[src/rtl/mod_serial_if.sv]
// Handshake and data bundle for the bit-serial modulo unit.
// The master side drives the request; the slave side is the modulo unit.
interface mod_serial_if #(
  parameter int WIDTH = 32,
  parameter int MOD_W = 4
) ();

  logic             enable;
  logic             start;
  logic [MOD_W-1:0] configure;
  logic [WIDTH-1:0] serial_in;
  logic             busy;
  logic [MOD_W-1:0] out;
  logic             cnt_out;
  logic             led;
  logic             err;

  modport master (
    output enable,
    output start,
    output configure,
    output serial_in,
    input  busy,
    input  out,
    input  cnt_out,
    input  led,
    input  err
  );

  modport slave (
    input  enable,
    input  start,
    input  configure,
    input  serial_in,
    output busy,
    output out,
    output cnt_out,
    output led,
    output err
  );

endinterface

[src/rtl/mod_serial.sv]
// Bit-serial modulo unit: computes serial_in mod M, consuming the operand
// MSB-first one bit per enabled clock. Uses one conditional subtract per bit
// because the running remainder always stays below M.
//
//   state   | meaning
//   --------+------------------------------------------------------------
//   ST_IDLE | waiting for start; start is only sampled here
//   ST_RUN  | shifting operand bits through the remainder, busy=1
//   ST_DONE | one-cycle completion pulse on cnt_out, then back to idle
module mod_serial #(
  parameter int WIDTH = 32,
  parameter int MOD_W = 4
) (
  input  logic        clk,
  input  logic        reset,
  mod_serial_if.slave bus
);

  localparam int CNT_W = $clog2(WIDTH + 1);

  typedef enum logic [1:0] {
    ST_IDLE = 2'd0,
    ST_RUN  = 2'd1,
    ST_DONE = 2'd2
  } state_t;

  state_t state, state_nx;

  logic [WIDTH-1:0] sh,    sh_nx;
  logic [MOD_W-1:0] m_q,   m_nx;
  logic [MOD_W-1:0] r,     r_nx;
  logic [CNT_W-1:0] cnt,   cnt_nx;
  logic [MOD_W-1:0] out_q, out_nx;
  logic             led_q, led_nx;
  logic             err_q, err_nx;

  // One remainder step: t = 2r + b is one bit wider than r, and since r < M
  // we have t < 2M, so a single subtract of M brings it back into range.
  logic [MOD_W:0]   t;
  logic [MOD_W:0]   t_sub;
  logic [MOD_W-1:0] r_step;

  // Combinational remainder step for the current operand MSB.
  always_comb begin
    t      = {r, sh[WIDTH-1]};
    t_sub  = t - {1'b0, m_q};
    r_step = t[MOD_W-1:0];
    if (t >= {1'b0, m_q}) begin
      r_step = t_sub[MOD_W-1:0];
    end
  end

  // State register.
  always_ff @(posedge clk) begin
    if (reset) begin
      state <= ST_IDLE;
    end else begin
      state <= state_nx;
    end
  end

  // Next-state and datapath next values; everything holds unless a case moves it.
  always_comb begin
    state_nx = state;
    sh_nx    = sh;
    m_nx     = m_q;
    r_nx     = r;
    cnt_nx   = cnt;
    out_nx   = out_q;
    led_nx   = led_q;
    err_nx   = err_q;

    case (state)
      ST_IDLE: begin
        if (bus.start) begin
          if (bus.configure != '0) begin
            sh_nx    = bus.serial_in;
            m_nx     = bus.configure;
            r_nx     = '0;
            cnt_nx   = CNT_W'(WIDTH);
            state_nx = ST_RUN;
          end else begin
            // Modulus of zero is meaningless: report it and finish at once.
            out_nx   = '0;
            led_nx   = 1'b0;
            err_nx   = 1'b1;
            state_nx = ST_DONE;
          end
        end
      end

      ST_RUN: begin
        if (bus.enable) begin
          sh_nx  = {sh[WIDTH-2:0], 1'b0};
          r_nx   = r_step;
          cnt_nx = cnt - CNT_W'(1);
          if (cnt == CNT_W'(1)) begin
            out_nx   = r_step;
            led_nx   = (r_step == '0);
            err_nx   = 1'b0;
            state_nx = ST_DONE;
          end
        end
      end

      ST_DONE: begin
        state_nx = ST_IDLE;
      end

      default: begin
        state_nx = ST_IDLE;
      end
    endcase
  end

  // Datapath and result registers; reset also clears the visible result.
  always_ff @(posedge clk) begin
    if (reset) begin
      sh    <= '0;
      m_q   <= '0;
      r     <= '0;
      cnt   <= '0;
      out_q <= '0;
      led_q <= 1'b0;
      err_q <= 1'b0;
    end else begin
      sh    <= sh_nx;
      m_q   <= m_nx;
      r     <= r_nx;
      cnt   <= cnt_nx;
      out_q <= out_nx;
      led_q <= led_nx;
      err_q <= err_nx;
    end
  end

  assign bus.busy    = (state == ST_RUN);
  assign bus.cnt_out = (state == ST_DONE);
  assign bus.out     = out_q;
  assign bus.led     = led_q;
  assign bus.err     = err_q;

endmodule
[src/flat_wrapper.sv]
// flat-port wrapper written by rule: the top's interface ports become plain ports
module mod_serial_flat 
#(
  parameter int WIDTH = 32,
  parameter int MOD_W = 4
)
  (clk, reset, bus_enable, bus_start, bus_configure, bus_serial_in, bus_busy, bus_out, bus_cnt_out, bus_led, bus_err);
  mod_serial_if #(.WIDTH(WIDTH), .MOD_W(MOD_W)) bus_i ();
  input  logic clk;
  input  logic reset;
  input wire logic [$bits(bus_i.enable)-1:0] bus_enable;
  input wire logic [$bits(bus_i.start)-1:0] bus_start;
  input wire logic [$bits(bus_i.configure)-1:0] bus_configure;
  input wire logic [$bits(bus_i.serial_in)-1:0] bus_serial_in;
  output wire logic [$bits(bus_i.busy)-1:0] bus_busy;
  output wire logic [$bits(bus_i.out)-1:0] bus_out;
  output wire logic [$bits(bus_i.cnt_out)-1:0] bus_cnt_out;
  output wire logic [$bits(bus_i.led)-1:0] bus_led;
  output wire logic [$bits(bus_i.err)-1:0] bus_err;
  assign bus_i.enable = bus_enable;
  assign bus_i.start = bus_start;
  assign bus_i.configure = bus_configure;
  assign bus_i.serial_in = bus_serial_in;
  assign bus_busy = bus_i.busy;
  assign bus_out = bus_i.out;
  assign bus_cnt_out = bus_i.cnt_out;
  assign bus_led = bus_i.led;
  assign bus_err = bus_i.err;
  mod_serial #(.WIDTH(WIDTH), .MOD_W(MOD_W)) u_core (.clk(clk), .reset(reset), .bus(bus_i));
endmodule
[config.mk]
export PLATFORM = sky130hd
export DESIGN_NAME = mod_serial_flat
export DESIGN_NICKNAME = d
export VERILOG_FILES = /design/src/rtl/mod_serial_if.sv /design/src/rtl/mod_serial.sv /design/src/flat_wrapper.sv
export SDC_FILE = /design/constraint.sdc
export NUM_CORES = 1
export LEC_CHECK = 0
export BUFFER_PORTS_ARGS = -buffer_cell sky130_fd_sc_hd__buf_2
export CAP_MARGIN = 10
export CORE_UTILIZATION = 45
export CTS_CLUSTER_DIAMETER = 60
export CTS_CLUSTER_SIZE = 16
export DETAILED_ROUTE_END_ITERATION = 6
export PLACE_DENSITY = 0.64
export SLEW_MARGIN = 20
export SYNTH_ARGS = -nofsm -noshare
export SYNTH_HDL_FRONTEND = slang
export SYNTH_SLANG_ARGS = --single-unit
[constraint.sdc]
create_clock -name clk -period 3.2 [get_ports clk]
set_input_delay 0.96 -clock clk [delete_from_list [all_inputs] [get_ports clk]]
set_output_delay 0.96 -clock clk [all_outputs]
set_load 0.01 [all_outputs]
# Word-level counts from Yosys, hierarchy flattened
# Cells that the tools add are included.
[op_classes] shifts=0 addsub=2 n_reduce_logical=8 eq_ne=8 bitwise=0 mul=0 order_cmp=1 n_mux=33 div=0
[op_table] operator="32-bit 2-to-1 mux" n=3
[op_table] operator="32-bit one-hot mux with 2 select lines" n=1
[op_table] operator="4-bit 2-to-1 mux" n=8
[op_table] operator="6-bit 2-to-1 mux" n=3
[op_table] operator="4-bit one-hot mux with 2 select lines" n=2
[op_table] operator="6-bit one-hot mux with 2 select lines" n=1
[op_table] operator="1-bit 2-to-1 mux" n=8
[op_table] operator="2-bit 2-to-1 mux" n=4
[op_table] operator="6-bit by 1-bit equality test with 1-bit output (second input constant)" n=1
[op_table] operator="2-bit inequality test (second input constant)" n=3
[op_table] operator="3-bit AND reduction" n=2
[op_table] operator="6-bit by 1-bit subtractor with 6-bit output (second input constant)" n=1
[op_table] operator="5-bit by 4-bit >= comparator with 1-bit output" n=1
[op_table] operator="5-bit AND reduction" n=1
[op_table] operator="4-bit logical NOT" n=1
[op_table] operator="2-bit by 1-bit inequality test with 1-bit output (second input constant)" n=2
[op_table] operator="1-bit one-hot mux with 2 select lines" n=2
[op_table] operator="2-bit one-hot mux with 2 select lines" n=1
[op_table] operator="4-bit AND reduction" n=1
[op_table] operator="4-bit nonzero test" n=1
[op_table] operator="4-bit subtractor" n=1
[op_table] operator="2-bit by 1-bit equality test with 1-bit output (second input constant)" n=1
[op_table] operator="2-bit equality test (second input constant)" n=1
[op_table] operator="2-bit logical NOT" n=1
[op_table] operator="2-bit nonzero test" n=1
[totals] mem_count=0 elab_cells=60 mem_bits_ro=0 latchBits=0 regBits=54 ram_bits=0

# Depth between registers and ports, before layout
# Gate-level depths: netlist of run 1.
[depth] depth_word=6 depth_mapped=8

# Worst setup path after synthesis of run 1
# Ideal clock, no wire load.
[synth_timing] kind="input-to-reg" startpoint="input bus_configure[3]" endpoint="register u_core.out_q[2], in the netlist u_core.bus.out[2]" t_arrival_ns=2.153 stages=5 setup_slack_ns=0.976 cell_sequence="or4_4 > nor2_2 > o21ai_2 > a2111o_1 > a21oi_1"
[synth_between] elab_chain_len=3
[synth_rtl] element="start: declaration" line_no="flat_wrapper.sv:13" source="input wire logic [$bits(bus_i.configure)-1:0] bus_configure;"
[synth_rtl] element="4-bit nonzero test" line_no="mod_serial.sv:76" source="if (bus.configure != '0) begin"
[synth_rtl] element="2-bit inequality test (no line)"
[synth_rtl] element="5-bit AND reduction (no line)"
[synth_rtl] element="end signal: assignment" line_no="mod_serial.sv:131" source="out_q <= out_nx;"
[synth_rtl] element="end: declaration" line_no="mod_serial.sv:33" source="logic [MOD_W-1:0] out_q, out_nx;"
# Every way passes these cells.
# A chain may end at the register's enable or synchronous reset.

# Worst setup path after layout of run 1
[layout_timing] startpoint="input bus_configure[3]" endpoint="register u_core.sh[7]"
[layout_between] elab_chain_len=3
[layout_rtl] element="4-bit nonzero test" line_no="mod_serial.sv:76"
[layout_rtl] element="2-bit by 1-bit inequality test with 1-bit output (no line)"
[layout_rtl] element="4-bit AND reduction (no line)"
[layout_rtl] element="end signal: assignment" line_no="mod_serial.sv:127" source="sh <= sh_nx;"
[layout_rtl] element="end: declaration" line_no="mod_serial.sv:29" source="logic [WIDTH-1:0] sh, sh_nx;"
# Every way passes these cells.

==> reports/results.md, run 1 <==
### Run status
• **outcome** finished, final reports clean

### Logic synthesis
• **most instantiated flip-flop cell in the synthesis netlist** sky130_fd_sc_hd__dfxtp_1
• **Ys Warns** 0
• **sequential area share after synthesis** 42.1%
• **top cells by instance count after synthesis** sky130_fd_sc_hd__nand2_1, sky130_fd_sc_hd__dfxtp_1, sky130_fd_sc_hd__nor2_1
• **library cells used by synthesis** 48
• **post-synth design cell area** 2560 µm²
• **most repeated cell in the gate-level netlist after synthesis** sky130_fd_sc_hd__nand2_1
• **fraction of registers with async set or reset after synthesis** 0%
• **synthesized instance count** 321
• **Synth Net Count** 368
• **Post-synth EDFFs** 0
• **share of Yosys cell area claimed by the top area cell type** 42.1%
• **Area contributors post-synth** sky130_fd_sc_hd__dfxtp_1, sky130_fd_sc_hd__nand2_1, sky130_fd_sc_hd__a311oi_1
• **Seq cells post-synth** 54
• **Post-Synthesis Mean Instance Area** 7.99 µm²
• **largest area contributor in the synthesized netlist** sky130_fd_sc_hd__dfxtp_1

### Floorplan
• **core outline area** 5510 µm²
• **vertical extent of the die** 77.5 µm
• **die extent in x** 77.5 µm
• **effective utilization at floorplan** 46.6%
• **DIE AREA** 6010 µm²
• **count of boundary I/O pins** 48
• **number of cell rows** 27

### Cells and area
• **Nets** 408
• **fraction of layout cells with a size suffix above 1** 19.3%
• **finished layout cell area** 2960 µm²
• **sequential standard cell area** 1080 µm²
• **count of antenna diodes in the layout** 0
• **Finished Layout Cells** 434
• **multi-input combinational cell area** 1360 µm²
• **Fill cells** 544
• **Synth-to-Final Area Change** 15.2%

### Placed design
• **final HPWL from detailed placement** 3.93 mm
• **Place WS** 608 ps
• **number of I/O port buffers** 47
• **GPL Wtd Cong** 0.860
• **instance count after placement with tap cells included** 426
• **placed instance area** 2850 µm²

### Pwr
• **Worst VDD drop** 279 µV
• **PnR Total Power** 1.56 mW
• **Leakage** 1.23 nW
• **power density normalized to cell area** 528 nW/µm²

### Critical path
• **launch point of the critical path** bus_configure[3]
• **crit path cell chain** buf_2 > or4_4 > nand2b_2 > a21oi_4 > buf_4 > a311oi_1
• **critical path class** in2reg
• **kind of end point of the critical path** flop
• **slowest CP cell** sky130_fd_sc_hd__or4_4
• **number of cell instances on the worst register-to-register path** 7
• **Reg-to-Reg Start** u_core.m_q[3]$_SDFFE_PP0P_
• **Crit Path Max Fanout** 63
• **required time of the critical path** 3410 ps
• **Largest stage delay, worst path** 540 ps
• **arrival time of data at the critical path endpoint** 2480 ps
• **Critical Path Start Type** primary input

### STA
• **setup TNS after final layout** 0 ps
• **Tightest Pin Transition** 597 ps
• **worst setup margin** 926 ps
• **Setup-failing EPs final** 0
• **ratio of final minimum period to clock period** 71.0%
• **fin crit period** 2270 ps
• **worst relative slew slack** 60.2%
• **highest clock rate** 440 MHz
• **RSZ-0062 raised after global routing** no
• **skew final** 9.17 ps
• **number of max-slew violations in the final report** 0
• **final-report hold violation count** 0

### CTS
• **later-pin clock latency in the skew report** 310 ps
• **clock tree from TritonCTS** built
• **worst-case clock buffer depth** 2
• **clock root buffer** sky130_fd_sc_hd__clkbuf_8
• **hold buffers post-CTS** 0
• **total setup buffers inserted after CTS** 0
• **depth of the CTS H-tree** 2
• **post_cts resized** 0
• **clock-pin slew on the worst setup and hold paths** 90 ps
• **total clock sinks** 54
• **cts bufs inserted** 5

### GRT
• **vias in the first global route** 2107
• **initial antenna violation count** 0
• **global routing usage summed across all routing layers** 20.1%
• **total congestion overflow after global routing** 0
• **maximum number of pins on one net before global-route repair** 64
• **wire length of the first global-routing pass** 9.66 mm

### Detailed routing
• **average vias per placed instance** 5.28
• **Detailed Route WL** 5.67 mm
• **detailed-router iteration count before antenna repair** 5
• **iteration-0 DRC count of the detailed router** 106
• **routed wire length per instance** 13.1 µm
• **number of remaining DRC errors** 0
• **remaining number of nets flagged by the antenna check after routing** 0
• **total number of vias** 2290

### Min path
• **worst hold path type** reg2reg
• **source of the worst hold timing path** u_core.bus.out[2]$_SDFFE_PP0P_
• **hold path cells** 2

### Flow run
• **max_cap viols** 0

[state kept, by name, summed over array words and instances (netlist names)]
register        flops
u_core.state        2
u_core.bus.err      1
u_core.bus.led      1
u_core.bus.out      4
u_core.cnt          6
u_core.sh          32
u_core.r            4
u_core.m_q          4
[critical path, delay by kind of cell]
family / cells / cell delay, ps
simple gates: 2 / 680
compound gates: 2 / 380
buf+inv: 2 / 430
[placed cells by master (no fill, tap or decap), types with 3 or more instances in the layout]
cell                        n
sky130_fd_sc_hd__nand2b_1   3
sky130_fd_sc_hd__a311oi_1  31
sky130_fd_sc_hd__inv_1     12
sky130_fd_sc_hd__nor2_1    51
sky130_fd_sc_hd__nor3_1     5
sky130_fd_sc_hd__buf_2     47
sky130_fd_sc_hd__dfxtp_1   54
sky130_fd_sc_hd__o21ai_0    6
sky130_fd_sc_hd__xor2_1     4
sky130_fd_sc_hd__nand3_1    3
sky130_fd_sc_hd__ha_1       6
sky130_fd_sc_hd__a21oi_1    7
sky130_fd_sc_hd__nand2_1   75
sky130_fd_sc_hd__mux2i_1    4
sky130_fd_sc_hd__buf_4      4
sky130_fd_sc_hd__clkbuf_8   5
[where the power goes]
part           internal [mW]  leakage, nW  switching (mW)
registers              0.735        0.445          0.0371
clock network          0.234       0.0514           0.221
logic                  0.137        0.735           0.197
[cells by family after synthesis]
| logic type | count (synthesis) | share of synthesized area (%) |
|---|---|---|
| AO/OA/AOI/OAI | 61 | 18.9 |
| XOR/XNOR | 6 | 2.05 |
| adder cells (fa/ha/maj) | 7 | 3.71 |
| buffers and inverters | 32 | 4.98 |
| flip-flops | 54 | 42.1 |
| multiplexers | 5 | 2.00 |
| AND/OR/NAND/NOR | 156 | 26.2 |
[worst paths after layout]
path                                                        to  slack [ps]
worst min-delay path            u_core.bus.out[2]$_SDFFE_PP0P_         460
worst max register to register     u_core.bus.led$_SDFFE_PP0P_        1170
worst max-delay path                 u_core.sh[7]$_SDFFE_PP0P_         930
worst min register to register  u_core.bus.out[2]$_SDFFE_PP0P_         460
[per-layer routing]
metal | part of all wire (%) | global-route usage, % | up-vias
met5 | 0 | 0 | -
met4 | 0.71 | 5.47 | 0
met3 | 3.4 | 4.59 | 5
met2 | 46 | 32.3 | 43
met1 | 50 | 27.0 | 1044
li1 | - | - | 1198
[layout make-up]
| cell class | instances | area share (%) |
|---|---|---|
| inverter | 14 | 1.78 |
| clock inverter | 2 | 1.27 |
| clock buffer | 6 | 2.46 |
| sequential | 54 | 36.6 |
| tap | 72 | 3.05 |
| multi-input combinational | 235 | 45.9 |
| timing repair buffer | 51 | 8.98 |
[metrics by stage]
| stage | utilization [%] | hold WS (ps) |
|---|---|---|
| final | 53.7 | 461 |
| after global routing | 53.7 | 486 |
| after CTS | 53.7 | 466 |
| after detailed placement | 51.7 | 450 |
| after global placement | 51.7 | 441 |
| after floorplan | - | 454 |
Note: power is estimated with default switching activity, not from simulation.
==> inputs of run 2 (changes only) <==
clock period = 2.4 ns   (was 3.2 ns; I/O delays follow)
==> reports/results.md, run 2 (synthesized netlist as in run 1, its figures left out) <==
### Placed design
• **GPL Wtd Cong** 0.817, was 0.860
• **number of I/O port buffers** 47, unchanged
• **instance count after placement with tap cells included** 427, was 426
• **final HPWL from detailed placement** 3.86 mm, was 3.93 mm

### STA
• **number of max-slew violations in the final report** 0, unchanged
• **ratio of final minimum period to clock period** 88.6%
• **RSZ-0062 raised after global routing** no, unchanged
• **highest clock rate** 471 MHz
• **Tightest Pin Transition** 493 ps, was 597 ps
• **skew final** 14.1 ps, was 9.17 ps
• **Setup-failing EPs final** 0, unchanged
• **setup TNS after final layout** 0 ps, unchanged
• **final-report hold violation count** 0, unchanged
• **worst relative slew slack** 66.8%, was 60.2%
• **fin crit period** 2130 ps

### GRT
• **total congestion overflow after global routing** 0, unchanged
• **vias in the first global route** 2068, was 2107
• **wire length of the first global-routing pass** 9.38 mm, was 9.66 mm
• **initial antenna violation count** 0, unchanged
• **maximum number of pins on one net before global-route repair** 64, unchanged
• **global routing usage summed across all routing layers** 19.5%, was 20.1%

### Pwr
• **Leakage** 1.24 nW, was 1.23 nW
• **PnR Total Power** 2.00 mW, was 1.56 mW
• **Worst VDD drop** 281 µV, was 279 µV
• **power density normalized to cell area** 675 nW/µm², was 528 nW/µm²

### CTS
• **total setup buffers inserted after CTS** 0, unchanged
• **total clock sinks** 54, unchanged
• **cts bufs inserted** 5, unchanged
• **worst-case clock buffer depth** 2, unchanged
• **later-pin clock latency in the skew report** 310 ps, about the same
• **clock root buffer** sky130_fd_sc_hd__clkbuf_8, unchanged
• **hold buffers post-CTS** 0, unchanged
• **depth of the CTS H-tree** 2, unchanged
• **post_cts resized** 0, unchanged
• **clock tree from TritonCTS** built, unchanged
• **clock-pin slew on the worst setup and hold paths** 100 ps, was 90 ps

### Critical path
• **r2r setup slk** 270 ps, was 1170 ps
• **critical path class** reg2reg, was in2reg
• **capture point of the critical path** u_core.bus.led$_SDFFE_PP0P_, was u_core.sh[7]$_SDFFE_PP0P_
• **Critical Path Start Type** flop, was primary input
• **largest delay contributor family on the critical path** compound AO/OA/AOI/OAI gates, was simple AND/OR/NAND/NOR gates
• **required time of the critical path** 2650 ps, was 3410 ps
• **number of cell instances on the worst register-to-register path** 7, unchanged
• **depth of the critical timing path with buffers and inverters included** 7, was 6
• **crit path cell chain** inv_1 > ha_1 > nor2b_1 > o21ai_1 > nand2_1 > a221oi_1 > a41o_1, was buf_2 > or4_4 > nand2b_2 > a21oi_4 > buf_4 > a311oi_1
• **kind of end point of the critical path** flop, unchanged
• **buffers plus inverters on the worst setup path** 1, was 2
• **Largest stage delay, worst path** 530 ps, was 540 ps
• **Reg-to-Reg Start** u_core.sh[31]$_SDFFE_PP0P_, was u_core.m_q[3]$_SDFFE_PP0P_
• **slowest CP cell** sky130_fd_sc_hd__a221oi_1, was sky130_fd_sc_hd__or4_4
• **arrival time of data at the critical path endpoint** 2380 ps, was 2480 ps
• **Crit Reg-Reg Endpoint** u_core.bus.led$_SDFFE_PP0P_, unchanged
• **launch point of the critical path** u_core.sh[31]$_SDFFE_PP0P_, was bus_configure[3]
• **Crit Path Max Fanout** 4, was 63

### Cells and area
• **Fill cells** 521, was 544
• **max FFs per register** 32, unchanged
• **fraction of layout cells with a size suffix above 1** 19.6%, was 19.3%
• **count of antenna diodes in the layout** 0, unchanged
• **largest registers** u_core.sh: 32 flops, u_core.cnt: 6 flops, unchanged
• **register name with the most flops** u_core.sh, unchanged
• **Synth-to-Final Area Change** 15.3%, was 15.2%
• **commonest cells after routing, fill and taps aside** sky130_fd_sc_hd__nand2_1, sky130_fd_sc_hd__dfxtp_1, sky130_fd_sc_hd__nor2_1, unchanged
• **most common cell after layout, fill and taps aside** sky130_fd_sc_hd__nand2_1, unchanged
• **Finished Layout Cells** 435, was 434
• **Nets** 409, was 408
• **fin util** 53.7%, about the same

### Floorplan
• **DIE AREA** 6010 µm², unchanged
• **number of cell rows** 27, unchanged
• **die extent in x** 77.5 µm, unchanged
• **effective utilization at floorplan** 46.6%, unchanged
• **core outline area** 5510 µm², unchanged
• **count of boundary I/O pins** 48, unchanged
• **vertical extent of the die** 77.5 µm, unchanged

### Min path
• **hold path cells** 2, unchanged
• **worst hold path type** reg2reg, unchanged

### Detailed routing
• **routed wire length per instance** 12.8 µm, was 13.1 µm
• **number of remaining DRC errors** 0, unchanged
• **remaining number of nets flagged by the antenna check after routing** 0, unchanged
• **iteration-0 DRC count of the detailed router** 123, was 106
• **detailed-router iteration count before antenna repair** 4, was 5
• **average vias per placed instance** 5.25, was 5.28
• **Detailed Route WL** 5.56 mm, was 5.67 mm
• **total number of vias** 2284, was 2290

### Flow run
• **max_cap viols** 0, unchanged

### Run status
• **outcome** finished, final reports clean, unchanged

run 2: cell types whose count changed in the layout (fill, tap and decap cells not counted):
cell,change
sky130_fd_sc_hd__buf_12,+1
sky130_fd_sc_hd__bufinv_16,-1
sky130_fd_sc_hd__clkbuf_8,+1
sky130_fd_sc_hd__clkinv_2,+1
sky130_fd_sc_hd__clkinvlp_4,-1
run 2: worst reg2reg max path: cells and delay by family, from the launching register on:
family,cells,cell delay (ps)
AOI/OAI and AO/OA,3,1010
DFF,1,400
adders and majority gates,1,340
and+or+nand+nor,2,250
buffers and inverters,1,70
run 2: metal layers:
layer	GRT usage, %	vias up	routed length (µm)
met5	0	-	0
li1	-	1198	-
met3	4.47	5	235
met2	31.9	52	2490
met4	5.28	0	47
met1	25.7	1029	2780
run 2: report_power, final:
group | switching [mW] | leakage (nW) | internal [mW] | total [mW]
Clock | 0.280 | 0.0482 | 0.233 | 0.513
Combinational | 0.263 | 0.744 | 0.189 | 0.453
Sequential | 0.0497 | 0.445 | 0.980 | 1.03
run 2: layout make-up:
class | count | area, µm² | share of cell area (%)
sequential | 54 | 1080 | 36.6
clock buffer | 7 | 86.3 | 2.92
tap | 72 | 90.1 | 3.05
clock inverter | 1 | 5.00 | 0.169
timing repair buffer | 52 | 285 | 9.65
multi-input combinational | 235 | 1360 | 45.9
inverter | 14 | 52.6 | 1.78
run 2: how the worst min path moves through the flow:
stage,to,start
floorplan,u_core.r[2]$_SDFFE_PP0P_,u_core.r[2]$_SDFFE_PP0P_
global placement,u_core.bus.err$_SDFFE_PP0P_,u_core.bus.err$_SDFFE_PP0P_
detailed placement,u_core.bus.err$_SDFFE_PP0P_,u_core.bus.err$_SDFFE_PP0P_
CTS,u_core.bus.err$_SDFFE_PP0P_,u_core.bus.err$_SDFFE_PP0P_
global route,u_core.bus.err$_SDFFE_PP0P_,u_core.bus.err$_SDFFE_PP0P_
finish,u_core.bus.err$_SDFFE_PP0P_,u_core.bus.err$_SDFFE_PP0P_
run 2: through the flow:
stage	worst slack, ps	hold slack [ps]	cell area (µm²)
2_1_floorplan	416	454	2560
3_3_place_gp	246	454	2870
3_5_place_dp	184	450	2870
4_1_cts	327	465	2960
5_1_grt	119	495	2960
6_report	275	458	2960
